[config.mk]
export PLATFORM = sky130hd
export DESIGN_NAME = mic_spi_capture
export DESIGN_NICKNAME = d
export VERILOG_FILES = /design/src/rtl/mic_spi_capture_pkg.sv /design/src/rtl/mic_sclk_gen.sv /design/src/rtl/mic_spi_capture.sv
export SDC_FILE = /design/constraint.sdc
export NUM_CORES = 1
export LEC_CHECK = 0
export CAP_MARGIN = 20
export CORE_MARGIN = 1
export CORE_UTILIZATION = 59
export DETAILED_ROUTE_END_ITERATION = 10
export PLACE_DENSITY = 0.86
export SYNTH_ARGS = -nofsm -noshare
export SYNTH_HDL_FRONTEND = slang
export SYNTH_HIERARCHICAL = 1
export SYNTH_SLANG_ARGS = --single-unit
[constraint.sdc]
create_clock -name clock -period 10.5 [get_ports clock]
set_input_delay 1.05 -clock clock [delete_from_list [all_inputs] [get_ports clock]]
set_output_delay 1.05 -clock clock [all_outputs]
set_load 0.01 [all_outputs]
[src/rtl/mic_spi_capture_pkg.sv]
// Shared FSM encoding, frame geometry and the sample-magnitude helper for the mic capture block.
// Pure declarations: no logic, no latency.
package mic_spi_capture_pkg;

   typedef enum logic [1:0] {
      ST_IDLE  = 2'd0,
      ST_SETUP = 2'd1,
      ST_SHIFT = 2'd2,
      ST_DONE  = 2'd3
   } state_e;

   localparam int          FRAME_BITS = 16;
   localparam logic [11:0] MIDSCALE   = 12'd2048;

   // Only the zero sample reaches 2048; clamp it so the result fits 11 bits.
   function automatic logic [10:0] sample_mag(input logic [11:0] s);
      logic [11:0] d;
      d = (s >= MIDSCALE) ? (s - MIDSCALE) : (MIDSCALE - s);
      return d[11] ? 11'h7FF : d[10:0];
   endfunction

endpackage

[src/rtl/mic_sclk_gen.sv]
// Half-period timer: strobes every SCLK_HALF cycles while run_i is high, alternating fall/rise.
// First strobe after run_i rises is a fall, SCLK_HALF cycles later; no backpressure.
module mic_sclk_gen #(
   parameter int SCLK_HALF = 5
) (
   input  logic clock,
   input  logic reset_n,
   input  logic run_i,
   output logic fall_o,
   output logic rise_o
);

   localparam int CW = $clog2(SCLK_HALF + 1);

   logic [CW-1:0] cnt_q, cnt_d;
   logic          phase_q, phase_d;
   logic          strobe;

   assign strobe = run_i && (cnt_q == CW'(SCLK_HALF - 1));
   assign fall_o = strobe && !phase_q;
   assign rise_o = strobe && phase_q;

   always_comb begin
      cnt_d   = cnt_q;
      phase_d = phase_q;
      if (!run_i) begin
         cnt_d   = '0;
         phase_d = 1'b0;
      end else if (strobe) begin
         cnt_d   = '0;
         phase_d = !phase_q;
      end else begin
         cnt_d = cnt_q + CW'(1);
      end
   end

   always_ff @(posedge clock or negedge reset_n) begin
      if (!reset_n) begin
         cnt_q   <= '0;
         phase_q <= 1'b0;
      end else begin
         cnt_q   <= cnt_d;
         phase_q <= phase_d;
      end
   end

endmodule

[src/rtl/mic_spi_capture.sv]
// Periodic 16-bit SPI read of a mic ADC, 12-bit sample output plus windowed peak-deviation hold.
// sample_valid lands 33*SCLK_HALF cycles after mic_cs_n falls; ticks seen mid-frame are dropped.
module mic_spi_capture
   import mic_spi_capture_pkg::*;
#(
   parameter int SCLK_HALF   = 5,
   parameter int SAMPLE_DIV  = 5000,
   parameter int PEAK_WINDOW = 2000
) (
   input  logic        clock,
   input  logic        reset_n,
   input  logic        enable,
   input  logic        mic_miso,
   output logic        mic_cs_n,
   output logic        mic_sclk,
   output logic [11:0] sample,
   output logic        sample_valid,
   output logic        frame_err,
   output logic [10:0] peak
);

   localparam int TW = $clog2(SAMPLE_DIV);
   localparam int WW = $clog2(PEAK_WINDOW + 1);
   localparam int BW = $clog2(FRAME_BITS + 1);

   if (SAMPLE_DIV <= 34 * SCLK_HALF + 2 || SCLK_HALF < 1) begin : g_param_check
      $error("mic_spi_capture: SAMPLE_DIV too small for one frame, or SCLK_HALF < 1");
   end

   state_e                  state_q, state_d;
   logic [TW-1:0]           tick_cnt_q, tick_cnt_d;
   logic                    cs_n_q, cs_n_d, sclk_q, sclk_d;
   logic [FRAME_BITS-1:0]   shreg_q, shreg_d;
   logic [BW-1:0]           bit_cnt_q, bit_cnt_d;
   logic [11:0]             sample_q, sample_d;
   logic                    err_q, err_d, valid_q, valid_d;
   logic [10:0]             run_max_q, run_max_d, peak_q, peak_d, mag, max_now;
   logic [WW-1:0]           win_cnt_q, win_cnt_d;
   logic                    tick, sclk_fall, sclk_rise;

   mic_sclk_gen #(.SCLK_HALF(SCLK_HALF)) u_sclk_gen (
      .clock  (clock),
      .reset_n(reset_n),
      .run_i  (state_q != ST_IDLE),
      .fall_o (sclk_fall),
      .rise_o (sclk_rise)
   );

   assign tick       = (tick_cnt_q == '0);
   assign tick_cnt_d = (tick_cnt_q == TW'(SAMPLE_DIV - 1)) ? '0 : tick_cnt_q + TW'(1);

   always_comb begin
      state_d   = state_q;
      cs_n_d    = cs_n_q;
      sclk_d    = sclk_q;
      shreg_d   = shreg_q;
      bit_cnt_d = bit_cnt_q;
      sample_d  = sample_q;
      err_d     = err_q;
      valid_d   = 1'b0;
      case (state_q)
         ST_IDLE: if (tick && enable) begin
            state_d   = ST_SETUP;
            cs_n_d    = 1'b0;
            bit_cnt_d = '0;
         end
         ST_SETUP: if (sclk_fall) begin
            state_d = ST_SHIFT;
            sclk_d  = 1'b0;
         end
         ST_SHIFT: if (sclk_rise) begin
            sclk_d    = 1'b1;
            shreg_d   = {shreg_q[FRAME_BITS-2:0], mic_miso};
            bit_cnt_d = bit_cnt_q + BW'(1);
         end else if (sclk_fall) begin
            // The fall slot after the last rise closes the frame instead of clocking again.
            if (bit_cnt_q == BW'(FRAME_BITS)) begin
               state_d  = ST_DONE;
               cs_n_d   = 1'b1;
               sample_d = shreg_q[11:0];
               err_d    = |shreg_q[15:12];
               valid_d  = 1'b1;
            end else begin
               sclk_d = 1'b0;
            end
         end
         ST_DONE: state_d = ST_IDLE;
         default: state_d = ST_IDLE;
      endcase
   end

   assign mag     = sample_mag(sample_q);
   assign max_now = (mag > run_max_q) ? mag : run_max_q;

   always_comb begin
      run_max_d = run_max_q;
      peak_d    = peak_q;
      win_cnt_d = win_cnt_q;
      if (valid_q) begin
         if (win_cnt_q == WW'(PEAK_WINDOW - 1)) begin
            peak_d    = max_now;
            run_max_d = '0;
            win_cnt_d = '0;
         end else begin
            run_max_d = max_now;
            win_cnt_d = win_cnt_q + WW'(1);
         end
      end
   end

   always_ff @(posedge clock or negedge reset_n) begin
      if (!reset_n) begin
         state_q    <= ST_IDLE;
         tick_cnt_q <= '0;
         cs_n_q     <= 1'b1;
         sclk_q     <= 1'b1;
         shreg_q    <= '0;
         bit_cnt_q  <= '0;
         sample_q   <= '0;
         err_q      <= 1'b0;
         valid_q    <= 1'b0;
         run_max_q  <= '0;
         peak_q     <= '0;
         win_cnt_q  <= '0;
      end else begin
         state_q    <= state_d;
         tick_cnt_q <= tick_cnt_d;
         cs_n_q     <= cs_n_d;
         sclk_q     <= sclk_d;
         shreg_q    <= shreg_d;
         bit_cnt_q  <= bit_cnt_d;
         sample_q   <= sample_d;
         err_q      <= err_d;
         valid_q    <= valid_d;
         run_max_q  <= run_max_d;
         peak_q     <= peak_d;
         win_cnt_q  <= win_cnt_d;
      end
   end

   assign mic_cs_n     = cs_n_q;
   assign mic_sclk     = sclk_q;
   assign sample       = sample_q;
   assign sample_valid = valid_q;
   assign frame_err    = err_q;
   assign peak         = peak_q;

endmodule

==> flow_summary_export.csv <==
group,metric,value,unit
die,dieWidth,90.6,um
timing,whs,0.478,ns
yosys,synthAdderAreaFrac,6.21,%
timing,timing_hold_violations_final,0,
timing,tns,0,ns
setup_path,path_max_fanout,15,
clock_network,htreeDepth,3,
yosys,synth_edf_count,0,
timing,maxClockFrequency,232,MHz
yosys,muxShareOfSynthArea,7.51,%
setup_path,start_kind,"flip-flop",
global_routing,grt_antenna_before_repair,0,
yosys,synth_seq_cells,89,
routing,wire_per_inst,16.7,um
global_routing,grt.overflow.total,0,
power_and_ir_drop,ir_worst_vdd,0.167,mV
power_and_ir_drop,p_leak,2.40,nW
yosys,syn-cell-area,0.00463,mm2
die,die_h,90.6,um
routing,drtIter0Drc,265,
timing,skew,0.00871,ns
global_routing,grtUsageMet1,33.7,%
global_routing,grt.busiest_layer,"met2",
final_layout,layout_commonest_cell,"dfrtp_1",
power_and_ir_drop,power.share.combinational,28.4,%
power_and_ir_drop,power.switching,309,uW
global_routing,grt_pass1_vias,3464,
setup_path,crit_start,"sample[1]",
clock_network,numCtsBuffers,9,
setup_path,cp.required,10.74,ns
die,start_util,62.6,%
power_and_ir_drop,pwr-share-seq,42.8,%
final_layout,drive_above_1_share,12.8,%
clock_network,clkTransAtPathRegs,0.08,ns
routing,viasPerCell,6.11,
power_and_ir_drop,p_per_area,181,mW/mm2
global_routing,grt_max_degree,69,
die,num_rows,31,
clock_network,cts_tree,"done",
power_and_ir_drop,clkPwrFrac,28.7,%
yosys,ys_types,59,
yosys,synth-seq-area-share,48.1,%
job,max_cap_viol_count,0,
clock_network,holdBufCountCts,0,
worst_hold_path,worstHoldStart,"u_sclk_gen/cnt_q[0]",
timing,relSlewSlack,28.4,%
die,core_area,0.00741,mm2
placement,port_buffers,30,
routing,vias,3528,
clock_network,cts.sinks,89,
global_routing,grt_pass1_wl,16500,um
status,status,"finished clean",
final_layout,finalInstanceArea,0.00526,mm2
yosys,ys_async_sr_fraction,100,%
yosys,yosys-top-cells-area,"dfrtp_1 47%, mux2_2 7.3%, ha_1 6.2%",
setup_path,critPathKind,"reg2reg",
global_routing,grt_use_met2,41.3,%
timing,setup_viol,0,
timing,tightest_slew,1.07,ns
die,die-area,0.00821,mm2
routing,first_pass_iters,4,
placement,dp_hpwl,6890,um
yosys,syn_nets,472,
yosys,synth_top_family_by_area,"simple AND/OR/NAND/NOR gates",
setup_path,reg2reg_from,"sample[1]",
clock_network,post_cts_resized,0,
global_routing,grt_util_all_layers,25.3,%
power_and_ir_drop,p_sw_share,32.4,%
routing,drt_wl_total,9630,um
timing,fin_crit_sh,41.1,%
yosys,yosysWarnings,6,
final_layout,finalNetCount,501,
setup_path,critical_path_arrival,4.55,ns
die,ioPinCount,31,
yosys,synth_compound_area_share,14.4,%
timing,period_minus_slack,4.31,ns
global_routing,grtUsageMet3,3.79,%
power_and_ir_drop,power.total,952,uW
worst_hold_path,hold_class,"reg2reg",
yosys,synth_cells,445,
yosys,synth-xor-area-share,3.78,%
placement,place_congestion,0.972,
yosys,yosys.area_share.simple,16.5,%
clock_network,cts_root_buf,"clkbuf_8",
final_layout,n_antenna_cell,0,
placement,placed_cell_area,0.00501,mm2
routing,drc,0,
setup_path,crit_path_end_kind,"flip-flop",
clock_network,clk_path_buf_depth,2,
clock_network,insertion_delay,0.35,ns
yosys,netlist.area_leader.share,47.0,%
routing,final_antenna_net_count,0,
yosys,synth_area_leader_cell,"dfrtp_1",
timing,rsz0062_at_grt,"false",
final_layout,final_cell_mix,"87 x dfrtp_1, 40 x nand2_1, 30 x mux2_2, 29 x clkdlybuf4s50_1",
final_layout,area_growth_syn_to_layout,13.5,%
yosys,synth_area_per_cell,10.4,um2
clock_network,post-cts-setup-buffers,0,
yosys,ys.flop_type,"dfrtp_1",
timing,slew_violations,0,
power_and_ir_drop,internal_power,643,uW
-- Yosys cell counts, drive strengths merged, types with 3 or more instances --
cell type and instances:
a31oi 4, o41ai 4, ha 23, nor2 28, nand4 8, inv 28
nand2 41, a211oi 3, nand2b 4, nand3b 4, mux2 30, or2 3
xnor2 7, a32o 11, nand3 19, a21oi 20, or3 8, a22o 3
o21ai 25, and3 4, clkbuf 13, nor3 10, dfrtp 87, o31ai 6
xor2 13
-- area by class of cell --
cell class,instances,area (um2)
multi-input cells,314,2250
clock buffers,10,128
fillers,538,2150
flip-flops and latches,89,2230
repair buffers,32,317
inverters,28,105
well taps,99,124
clock inverters,5,105
-- stage by stage --
step	std cells	utilization, %	worst slack, ns
after CTS	576	70.8	6.27
after floorplan	445	-	6.97
after global placement	561	67.7	6.42
after global routing	577	71.0	5.85
after detailed placement	561	67.7	6.34
final	577	71.0	6.19
-- worst max-delay path: stages, from the launching register on --
cell      delay, ns
dfrtp_1        0.45
inv_1          0.09
ha_1           0.18
or4b_2         0.66
o21bai_1       0.19
xor2_1         0.14
o21ai_0        0.23
ha_1           0.42
nand4_1        0.20
a211oi_1       0.34
a2111o_1       0.49
nand3_1        0.42
a32o_1         0.38
-- sequential cells by signal, summed over array words and instances, names as in the netlist --
signal	flops
sample_valid	1
frame_err	1
win_cnt_q	11
shreg_q	16
state_q	2
run_max_q	11
mic_cs_n	1
bit_cnt_q	5
tick_cnt_q	13
mic_sclk	1
peak	11
u_sclk_gen/cnt_q	3
sample	12
u_sclk_gen/phase_q	1
-- power by group through the flow --
| stage | registers [mW] | logic [mW] | clock network (mW) |
|---|---|---|---|
| after detailed placement | 0.413 | 0.267 | 0 |
| final | 0.408 | 0.271 | 0.273 |
| after global placement | 0.412 | 0.252 | 0 |
| after CTS | 0.407 | 0.269 | 0.279 |
| after floorplan | 0.404 | 0.203 | 0 |
| after global routing | 0.412 | 0.306 | 0.291 |
-- path summary, 6_finish.rpt --
kind	endpoint	slack, ns	cells past startpoint
max in group asynchronous	tick_cnt_q[0]	8.81	2
hold / removal	u_sclk_gen/cnt_q[0]	0.48	1
setup reg to reg	run_max_q[4]	6.19	12
hold reg to reg	u_sclk_gen/cnt_q[0]	0.48	1
setup / recovery	run_max_q[4]	6.19	12
min in group asynchronous	peak[0]	0.57	1
-- cells by family after synthesis --
logic type,count (synthesis)
AOI/OAI and AO/OA,94
xor gates and xnor gates,20
adders and majority gates,23
buffers and inverters,42
DFF,89
muxes,31
and+or+nand+nor,146
-- metal layers --
metal,share of wire [%],up-vias
li1,-,1676
met1,45,1738
met2,48,88
met3,3.7,26
met4,2.9,0
met5,0,-
No activity file was read; power rests on OpenSTA's default activity.
